[src/rtl/ht24x0_kbd_pkg.sv]
`default_nettype none
// ============================================================================
//  Module      : ht24x0_kbd_pkg
//  Description : Shared types and defaults for the ht24x0 keypad/switch scanner.
//  Revision    : 1.0  initial release
// ============================================================================
package ht24x0_kbd_pkg;

    localparam int c_KEY_W         = 2;
    localparam int c_NUM_KEYS      = 4;
    localparam int c_NUM_SW        = 4;
    localparam int c_TICK_DIV_DEF  = 10000;
    localparam int c_DEB_CNT_DEF   = 8;
    localparam int c_REPEAT_DEF    = 500;

    typedef enum logic [0:0] {
        COL0 = 1'b0,
        COL1 = 1'b1
    } scan_state_t;

    // Column drive pattern: the driven column is the one pulled low.
    function automatic logic [1:0] col_drive(input scan_state_t s);
        return (s == COL0) ? 2'b10 : 2'b01;
    endfunction

    function automatic logic [c_KEY_W-1:0] lowest_key(input logic [c_NUM_KEYS-1:0] mask);
        logic [c_KEY_W-1:0] code;
        code = '0;
        for (int i = c_NUM_KEYS - 1; i >= 0; i--) begin
            if (mask[i]) code = c_KEY_W'(i);
        end
        return code;
    endfunction

endpackage
`default_nettype wire

[src/rtl/ht24x0_debounce.sv]
`default_nettype none
// ============================================================================
//  Module      : ht24x0_debounce
//  Description : Single-bit 2-flop synchroniser followed by a sample-enabled
//                debounce counter.
//  Revision    : 1.0  initial release
// ============================================================================
module ht24x0_debounce #(
    parameter int DEB_CNT = 8
) (
    input  logic clk,
    input  logic rst,
    input  logic i_din,
    input  logic i_sample_en,
    output logic o_stable
);

    localparam logic [3:0] c_CNT_LAST = 4'(DEB_CNT - 1);

    logic [1:0] r_sync;
    logic [3:0] r_cnt;

    always_ff @(posedge clk) begin
        if (rst) begin
            r_sync   <= '0;
            r_cnt    <= '0;
            o_stable <= 1'b0;
        end else begin
            r_sync <= {r_sync[0], i_din};
            if (i_sample_en) begin
                // Any sample agreeing with the stable state restarts the run.
                if (r_sync[1] == o_stable) begin
                    r_cnt <= '0;
                end else if (r_cnt == c_CNT_LAST) begin
                    o_stable <= r_sync[1];
                    r_cnt    <= '0;
                end else begin
                    r_cnt <= r_cnt + 4'd1;
                end
            end
        end
    end

endmodule
`default_nettype wire

[src/rtl/ht24x0_key_scan.sv]
`default_nettype none
// ============================================================================
//  Module      : ht24x0_key_scan
//  Description : 2x2 keypad scanner and switch debouncer feeding a single-entry
//                key-event register. Optional macro KEY_REPEAT_EN adds auto-repeat.
//  Revision    : 1.0  initial release
// ============================================================================
module ht24x0_key_scan
    import ht24x0_kbd_pkg::*;
#(
    parameter int TICK_DIV     = c_TICK_DIV_DEF,
    parameter int DEB_CNT      = c_DEB_CNT_DEF,
    parameter int REPEAT_TICKS = c_REPEAT_DEF
) (
    input  logic                  CLK_10M,
    input  logic                  RST,
    input  logic [1:0]            KBIN,
    input  logic [c_NUM_SW-1:0]   SW_PIO,
    input  logic                  KEY_ACK,
    output logic [1:0]            KBOUT,
    output logic [c_NUM_SW-1:0]   SW_STABLE,
    output logic [c_KEY_W-1:0]    KEY_CODE,
    output logic                  KEY_VALID,
    output logic                  KEY_OVF,
    output logic                  KEY_IRQ
);

    localparam logic [15:0] c_TICK_LAST = 16'(TICK_DIV - 1);

    logic [15:0]             r_tick_cnt;
    logic                    w_tick;
    scan_state_t             r_state;
    logic [1:0]              w_col_en;
    logic [c_NUM_KEYS-1:0]   w_key_stable;
    logic [c_NUM_KEYS-1:0]   r_key_stable_d;
    logic [c_NUM_KEYS-1:0]   w_key_rise;
    logic [c_NUM_KEYS-1:0]   w_key_evt;
    logic [c_NUM_KEYS-1:0]   r_pending;
    logic [c_NUM_KEYS-1:0]   w_issue_oh;
    logic                    w_issue;
    logic [c_KEY_W-1:0]      w_issue_code;

    assign w_tick = (r_tick_cnt == c_TICK_LAST);

    always_ff @(posedge CLK_10M) begin
        if (RST || w_tick) r_tick_cnt <= '0;
        else               r_tick_cnt <= r_tick_cnt + 16'd1;
    end

    always_ff @(posedge CLK_10M) begin
        if (RST) begin
            r_state <= COL0;
            KBOUT   <= col_drive(COL0);
        end else if (w_tick) begin
            r_state <= (r_state == COL0) ? COL1 : COL0;
            KBOUT   <= col_drive((r_state == COL0) ? COL1 : COL0);
        end
    end

    // Rows are sampled on the tick that ends a column's drive window.
    assign w_col_en[0] = w_tick && (r_state == COL0);
    assign w_col_en[1] = w_tick && (r_state == COL1);

    for (genvar i = 0; i < c_NUM_SW; i++) begin : g_sw
        ht24x0_debounce #(.DEB_CNT(DEB_CNT)) u_sw_deb (
            .clk         (CLK_10M),
            .rst         (RST),
            .i_din       (SW_PIO[i]),
            .i_sample_en (w_tick),
            .o_stable    (SW_STABLE[i])
        );
    end

    for (genvar k = 0; k < c_NUM_KEYS; k++) begin : g_key
        localparam int c_ROW = k % 2;
        localparam int c_COL = k / 2;
        ht24x0_debounce #(.DEB_CNT(DEB_CNT)) u_key_deb (
            .clk         (CLK_10M),
            .rst         (RST),
            .i_din       (~KBIN[c_ROW]),
            .i_sample_en (w_col_en[c_COL]),
            .o_stable    (w_key_stable[k])
        );
    end

    assign w_key_rise = w_key_stable & ~r_key_stable_d;

`ifdef KEY_REPEAT_EN
    localparam int c_HOLD_W = (REPEAT_TICKS > 1) ? $clog2(REPEAT_TICKS) : 1;
    localparam logic [c_HOLD_W-1:0] c_HOLD_LAST = c_HOLD_W'(REPEAT_TICKS - 1);

    logic [c_NUM_KEYS-1:0] w_repeat;

    for (genvar k = 0; k < c_NUM_KEYS; k++) begin : g_hold
        logic [c_HOLD_W-1:0] r_hold;
        always_ff @(posedge CLK_10M) begin
            if (RST || !w_key_stable[k]) begin
                r_hold <= '0;
            end else if (w_tick) begin
                r_hold <= (r_hold == c_HOLD_LAST) ? '0 : r_hold + c_HOLD_W'(1);
            end
        end
        assign w_repeat[k] = w_tick && w_key_stable[k] && (r_hold == c_HOLD_LAST);
    end

    assign w_key_evt = w_key_rise | w_repeat;
`else
    assign w_key_evt = w_key_rise;
`endif

    // Lowest pending key wins; isolate it with the two's-complement trick.
    assign w_issue_oh   = r_pending & (~r_pending + 4'd1);
    assign w_issue      = |r_pending;
    assign w_issue_code = lowest_key(r_pending);

    always_ff @(posedge CLK_10M) begin
        if (RST) begin
            r_key_stable_d <= '0;
            r_pending      <= '0;
            KEY_CODE       <= '0;
            KEY_VALID      <= 1'b0;
            KEY_OVF        <= 1'b0;
            KEY_IRQ        <= 1'b0;
        end else begin
            r_key_stable_d <= w_key_stable;
            r_pending      <= (r_pending & ~w_issue_oh) | w_key_evt;
            KEY_IRQ        <= 1'b0;
            if (w_issue) begin
                if (!KEY_VALID || KEY_ACK) begin
                    KEY_CODE  <= w_issue_code;
                    KEY_VALID <= 1'b1;
                    KEY_IRQ   <= !KEY_VALID;
                    if (KEY_ACK) KEY_OVF <= 1'b0;
                end else begin
                    KEY_OVF <= 1'b1;
                end
            end else if (KEY_ACK) begin
                KEY_VALID <= 1'b0;
                KEY_OVF   <= 1'b0;
            end
        end
    end

endmodule
`default_nettype wire
[config.mk]
export PLATFORM = sky130hd
export DESIGN_NAME = ht24x0_key_scan
export DESIGN_NICKNAME = d
export VERILOG_FILES = /design/src/rtl/ht24x0_kbd_pkg.sv /design/src/rtl/ht24x0_debounce.sv /design/src/rtl/ht24x0_key_scan.sv
export SDC_FILE = /design/constraint.sdc
export NUM_CORES = 1
export LEC_CHECK = 0
export ABC_AREA = 1
export BUFFER_PORTS_ARGS = -buffer_cell sky130_fd_sc_hd__buf_4
export CAP_MARGIN = 10
export CORE_MARGIN = 4
export CORE_UTILIZATION = 30
export DETAILED_ROUTE_END_ITERATION = 6
export GPL_TIMING_DRIVEN = 0
export PLACE_DENSITY = 0.53
export SLEW_MARGIN = 10
export SYNTH_ARGS = -nofsm -noshare
export SYNTH_HDL_FRONTEND = slang
export SYNTH_SLANG_ARGS = --single-unit
[constraint.sdc]
create_clock -name CLK_10M -period 3.1 [get_ports CLK_10M]
set_clock_uncertainty 0.1 [all_clocks]
set_input_delay 0 -clock CLK_10M [delete_from_list [all_inputs] [get_ports CLK_10M]]
set_output_delay 0 -clock CLK_10M [all_outputs]
set_load 0.05 [all_outputs]
==> results of run 1 <==
[per-layer routing]
metal | global-route usage [%] | vias up
met5 | 0 | -
met4 | 4.72 | 0
met3 | 2.86 | 11
met2 | 20.1 | 44
met1 | 15.8 | 1555
li1 | - | 1797
[cell usage after synthesis (all sizes together), types with 3 or more instances]
cell / number
nor2: 81
o21bai: 3
nor3: 19
nand2: 116
inv: 74
clkbuf: 3
a21oi: 26
nand4: 14
ha: 9
nand3b: 6
buf: 12
nand3: 41
o22ai: 4
o21ai: 22
xor2: 9
xnor2: 5
or2: 4
dfxtp: 83
[power by group]
part / switching, mW / internal [mW] / leakage, nW / total [mW]
sequential: 0.00583 / 1.08 / 0.672 / 1.08
combinational: 0.0450 / 0.0287 / 1.17 / 0.0737
clock: 0.418 / 0.719 / 0.151 / 1.14
total: 0.469 / 1.83 / 1.99 / 2.29
[registers in the layout (all words and copies together) (netlist names), 4 cells and up]
name                      cells
g_key.u_key_deb.r_sync        4
g_key.u_key_deb.r_cnt        16
r_pending                     4
g_sw.u_sw_deb.r_sync          8
g_sw.u_sw_deb.o_stable        4
g_sw.u_sw_deb.r_cnt          16
g_key.u_key_deb.o_stable      4
r_tick_cnt                   16
r_key_stable_d                4
[placed cells by master, fill, tap and decap left out, drive strengths merged, types with 4 or more instances in the layout]
| cell | n |
|---|---|
| nand3 | 41 |
| xor2 | 9 |
| xnor2 | 5 |
| nand4 | 14 |
| buf | 31 |
| a21oi | 26 |
| clkbuf | 13 |
| nor2 | 81 |
| dfxtp | 83 |
| ha | 9 |
| o21ai | 22 |
| nand3b | 6 |
| o22ai | 4 |
| inv | 74 |
| nor3 | 19 |
| nand2 | 116 |
| dlygate4sd3 | 7 |
| or2 | 4 |
[worst max-delay path, stage by stage (launching register included)]
cell and delay, ns:
dfxtp_1 0.35, ha_1 0.25, nand3_2 0.17, nor2_4 0.22, nand2_4 0.09, nand2_4 0.18
inv_4 0.05, buf_6 0.15, nand2_1 0.08, nand2_1 0.05
[final timing paths]
path                                                   end                        from  cells after the start  slack [ns]
worst min-delay path                     r_key_stable_d[3]                         RST                      4        0.07
worst min register to register  g_sw[3].u_sw_deb.r_sync[1]  g_sw[3].u_sw_deb.r_sync[0]                      2        0.30
worst max-delay path             g_sw[3].u_sw_deb.r_cnt[0]               r_tick_cnt[0]                      9        1.30
worst max register to register   g_sw[3].u_sw_deb.r_cnt[0]               r_tick_cnt[0]                      9        1.30
[stage by stage]
stage	cell area, µm²	util (%)
global route	4800	36.2
CTS	4800	36.2
detailed placement	4410	33.3
finish	4800	36.2
floorplan	4050	-
global placement	4410	33.3
[area by class of cell]
type,count,area (µm²),area share [%]
Tap cell,176,220,4.59
Sequential cell,83,1660,34.6
Timing Repair Buffer,26,213,4.43
Clock inverter,4,76.3,1.59
Inverter,75,310,6.47
Buffer,15,105,2.19
Clock buffer,10,239,4.98
Multi-Input combinational cell,365,1970,41.1
[kinds of logic (layout without fill, tap and decap cells)]
group,Yosys count,in the layout
flops,83,83
simple gates,284,284
compound gates,58,58
fa+ha+maj,9,9
buf+inv,90,130
xor+xnor,14,14
[repair_timing]
item                                    in CTS  in global routing
endpoints found under the setup margin       0                  0
endpoints found under the hold margin        9                  0
hold buffers                                 7                  0
==> impl_metrics.env, run 1 <==
export IMPL_outcome="finished clean"
export IMPL_synthDistinctLibCells=44
export IMPL_row_count=42
export IMPL_placed_cells=733
export IMPL_syn_area_per_cell_um2=7.53
export IMPL_routabilityCongestion=0.800
export IMPL_wl_met3_um=308
export IMPL_grt_usage_pct=12.3
export IMPL_drt_total_wl_um=8500
export IMPL_synthAdderAreaFrac_pct=2.78
export IMPL_rsz0062_at_grt="false"
export IMPL_yosysTopAreaCell="dfxtp_1"
export IMPL_leakagePower_nw=1.99
export IMPL_muxShareOfSynthArea_pct=0
export IMPL_worstSkewPairLatency_ns=0.34
export IMPL_fillCellCount=1400
export IMPL_grt_overflow_total=0
export IMPL_drv_cap=0
export IMPL_drt_initial_drc_count=142
export IMPL_fmax_ghz=0.555
export IMPL_ant_nets=0
export IMPL_fin_tns_setup_ns=0
export IMPL_yosysSeqAreaShare_pct=41.0
export IMPL_synth_top_family_by_area="simple AND/OR/NAND/NOR gates"
export IMPL_yosys_area_share_simple_pct=33.5
export IMPL_top_layer_used="met4"
export IMPL_synth_edf_count=0
export IMPL_yosys_warnings=0
export IMPL_dp_hpwl_um=6360
export IMPL_cp_data_arrival_time_ns=1.94
export IMPL_cts_root_buffer="clkbuf_16"
export IMPL_crit_fanout=10
export IMPL_synth_xor_area_share_pct=3.03
export IMPL_ys_ff_latch=83
export IMPL_port_buffer_count=19
export IMPL_antenna_found_initial=0
export IMPL_synth_flop_cell="dfxtp_1"
export IMPL_syn_nets=556
export IMPL_num_vias=3407
export IMPL_synth_compound_area_share_pct=9.45
export IMPL_finalHoldViolCount=0
export IMPL_cts_resized_gates=0
export IMPL_layout_drive_gt1_share_pct=15.4
export IMPL_post_cts_buffers=0
export IMPL_io_pins=20
export IMPL_num_antenna_cells=0
export IMPL_grt_max_degree=14
export IMPL_synth_top_area_share_pct=41.0
export IMPL_wl_per_cell_um=11.3
export IMPL_die_area_mm2=0.0154
export IMPL_period_needed_ns=1.80
export IMPL_ir_worst_vdd_uv=344
export IMPL_grt_pass1_wl_um=15000
export IMPL_cts_sinks=83
export IMPL_cts_buffer_depth=2
export IMPL_cts_made_buffers=9
export IMPL_die_h_um=124
export IMPL_netlist_instances=538
export IMPL_post_place_ws_ns=1.30
export IMPL_clkTransAtPathRegs_ns=0.06
export IMPL_startpoint_type="register"
export IMPL_hp_class="primary input to register"
export IMPL_maxSlewViolCount=0
export IMPL_worstSetupPathType="register to register"
export IMPL_holdWs_ns=0.0679
export IMPL_cp_end_kind="register"
export IMPL_fin_crit_sh_pct=58.1
export IMPL_synth_area_leaders="dfxtp_1 41%, nand2_1 9.5%, nor2_1 7.0%, inv_1 6.5%, nand3_1 4.7%"
export IMPL_dieWidth_um=124
export IMPL_cts_tree="built"
export IMPL_drt_pass1_iter_count=4
export IMPL_fin_cells=754
export IMPL_met1_length_um=4080
export IMPL_grt_pass1_vias=3253
export IMPL_finalPower_mw=2.29
export IMPL_netlist_area_mm2=0.00405
export IMPL_maxSlewHeadroom_pct=62.4
export IMPL_synthArstFlopShare_pct=0
export IMPL_finalWorstSetupSlack_ns=1.30
export IMPL_cp_required_ns=3.23
export IMPL_wl_met2_um=3970
export IMPL_drcViolationCount=0
export IMPL_core_area_mm2=0.0132
export IMPL_finalSetupViolCount=0
export IMPL_initial_core_util_pct=30.6
export IMPL_num_nets_final=593
export IMPL_htree_levels=3
export IMPL_vias_per_cell=4.52
export IMPL_tightest_slew_ns=0.564
export IMPL_power_density_mw_per_mm2=478
export IMPL_area_delta_synth_final_pct=18.5
(Power assumes the default switching activity.)
==> run 2: changes to the inputs <==
==> constraint.sdc (replaced) <==
create_clock -name CLK_10M -period 1.8 [get_ports CLK_10M]
set_clock_uncertainty 0.1 [all_clocks]
set_input_delay 0 -clock CLK_10M [delete_from_list [all_inputs] [get_ports CLK_10M]]
set_output_delay 0 -clock CLK_10M [all_outputs]
set_load 0.05 [all_outputs]
==> run 2 against run 1 <==
Compared with the run above: final cell count grew 0.13%; combinational power increased by 76%; count of clock-buffer cells in the layout is the same; cell area rose by 0.68%; critical path type unchanged; largest power group unchanged.
==> impl_metrics.env, run 2 (synthesis results as in run 1) <==
export IMPL_grt_pass1_vias=3253
export IMPL_stdcell_area_mm2=0.00483
export IMPL_clkTransAtPathRegs_ns=0.06
export IMPL_row_count=42
export IMPL_worstSkewPairLatency_ns=0.34
export IMPL_core_area_mm2=0.0132
export IMPL_cp_end_kind="register"
export IMPL_r2r_slack_ns=0.10
export IMPL_rsz0062_at_grt="true"
export IMPL_drt_pass1_iter_count=5
export IMPL_sw_frac_of_total_pct=20.4
export IMPL_grt_max_degree=14
export IMPL_pwr_share_seq_pct=47.2
export IMPL_outcome="finished clean"
export IMPL_leakagePower_nw=2.00
export IMPL_hp_start="RST"
export IMPL_place_area_mm2=0.00441
export IMPL_startpoint_type="register"
export IMPL_top_regs="g_key.u_key_deb.r_cnt x16, g_sw.u_sw_deb.r_cnt x16, r_tick_cnt x16"
export IMPL_finalSetupViolCount=0
export IMPL_cts_tree="built"
export IMPL_hp_class="primary input to register"
export IMPL_fin_crit_sh_pct=94.2
export IMPL_grt_usage_pct=12.3
export IMPL_cp_required_ns=1.93
export IMPL_tightest_slew_ns=0.556
export IMPL_power_switching_mw=0.809
export IMPL_drt_total_wl_um=8530
export IMPL_most_common_layout_cells="103 x nand2_1, 82 x dfxtp_1, 74 x nor2_1"
export IMPL_finalHoldViolCount=0
export IMPL_p_clk_share_pct=49.5
export IMPL_fmax_ghz=0.590
export IMPL_layout_drive_gt1_share_pct=16.2
export IMPL_hold_path_depth=4
export IMPL_maxSlewHeadroom_pct=62.9
export IMPL_die_h_um=124
export IMPL_crit_fanout=10
export IMPL_timing_rr_end="g_sw[3].u_sw_deb.r_cnt[0]"
export IMPL_ir_worst_vdd_uv=591
export IMPL_area_delta_synth_final_pct=19.3
export IMPL_dp_hpwl_um=6360
export IMPL_wl_per_cell_um=11.3
export IMPL_hold_path_end="r_key_stable_d[3]"
export IMPL_final_common_cell="nand2_1"
export IMPL_finalPower_mw=3.96
export IMPL_grt_overflow_total=0
export IMPL_port_buffer_count=19
export IMPL_num_antenna_cells=0
export IMPL_period_needed_ns=1.70
export IMPL_cts_sinks=83
export IMPL_power_density_mw_per_mm2=819
export IMPL_cp_data_arrival_time_ns=1.83
export IMPL_cts_buffer_depth=2
export IMPL_intPower_mw=3.15
export IMPL_die_area_mm2=0.0154
export IMPL_drv_cap=0
export IMPL_vias_per_cell=4.51
export IMPL_drcViolationCount=0
export IMPL_routabilityCongestion=0.800
export IMPL_crit_reg2reg_launch="r_tick_cnt[0]"
export IMPL_cts_made_buffers=9
export IMPL_grt_pass1_wl_um=15000
export IMPL_initial_core_util_pct=30.6
export IMPL_ant_nets=0
export IMPL_htree_levels=3
export IMPL_cts_root_buffer="clkbuf_16"
export IMPL_ff2ff_path_depth=9
export IMPL_io_pins=20
export IMPL_fillCellCount=1402
export IMPL_num_nets_final=594
export IMPL_maxSlewViolCount=0
export IMPL_antenna_found_initial=0
export IMPL_combPwrFrac_pct=3.3
export IMPL_num_vias=3404
export IMPL_drt_initial_drc_count=168
export IMPL_dieWidth_um=124
export IMPL_worstSetupPathType="register to register"
## run 2: layout make-up
class / count / area [µm²] / share of cell area, %
Buffer: 15 / 105 / 2.18
Clock buffer: 10 / 239 / 4.95
Clock inverter: 4 / 76.3 / 1.58
Inverter: 75 / 310 / 6.42
Multi-Input combinational cell: 365 / 2000 / 41.3
Sequential cell: 83 / 1660 / 34.4
Tap cell: 176 / 220 / 4.56
Timing Repair Buffer: 27 / 220 / 4.56
## run 2: per-layer routing
metal / up-vias / share of wire, % / GRT usage (%)
li1: 1796 / - / -
met2: 47 / 46 / 20.1
met4: 0 / 1.7 / 4.72
met1: 1550 / 48 / 15.8
met3: 11 / 3.8 / 2.86
met5: - / 0 / 0
## run 2: how the worst max path moves through the flow
stage	from	endpoint	slack, ns	depth (start not counted)
after CTS	r_tick_cnt[0]	g_sw[3].u_sw_deb.r_cnt[0]	0.02	9
final	r_tick_cnt[0]	g_sw[3].u_sw_deb.r_cnt[0]	0.10	9
after floorplan	r_tick_cnt[0]	g_sw[2].u_sw_deb.r_cnt[3]	0.25	9
after global routing	r_tick_cnt[0]	g_key[2].u_key_deb.r_cnt[2]	-0.01	7
after global placement	r_tick_cnt[0]	g_key[1].u_key_deb.o_stable	0.03	8
after detailed placement	r_tick_cnt[0]	g_sw[3].u_sw_deb.r_cnt[0]	-0.002	9
## run 2: timing repair
| action | in CTS | in global routing |
|---|---|---|
| resized for setup | 1 | 5 |
| pin swaps | 0 | 3 |
| gates cloned | 0 | 0 |
| setup endpoints to repair | 3 | 39 |
| buffers inserted | 0 | 1 |
| hold endpoints to repair | 9 | 0 |
| hold buffers | 7 | 0 |
## run 2: power by group through the flow
stage               clock [mW]  sequential (mW)  combinational [mW]
finish                    1.96             1.87               0.130
global route              2.11             1.87               0.149
CTS                       2.03             1.86               0.131
detailed placement           0             1.91               0.118
global placement             0             1.91               0.116
floorplan                    0             1.90              0.0762
## run 2: worst max-delay path, cell delays in order (launching register included)
cell and delay [ns]:
dfxtp_1 0.40, ha_4 0.19, nand3_2 0.16, nor2_4 0.19, nand2_4 0.10, nand2_8 0.13
inv_4 0.05, buf_6 0.15, nand2_1 0.07, nand2_1 0.05
## run 2: stage by stage
stage               cells  hold WS, ns  setup WS (ns)  utilization [%]  setup TNS, ns
global route          755        0.151        -0.0119             36.5        -0.0255
floorplan             538      -0.0333          0.250                -              0
global placement      733       0.0513         0.0307             33.3              0
CTS                   754       0.0614         0.0214             36.3              0
finish                755       0.0961          0.104             36.5              0
detailed placement    733       0.0525       -0.00153             33.3       -0.00153
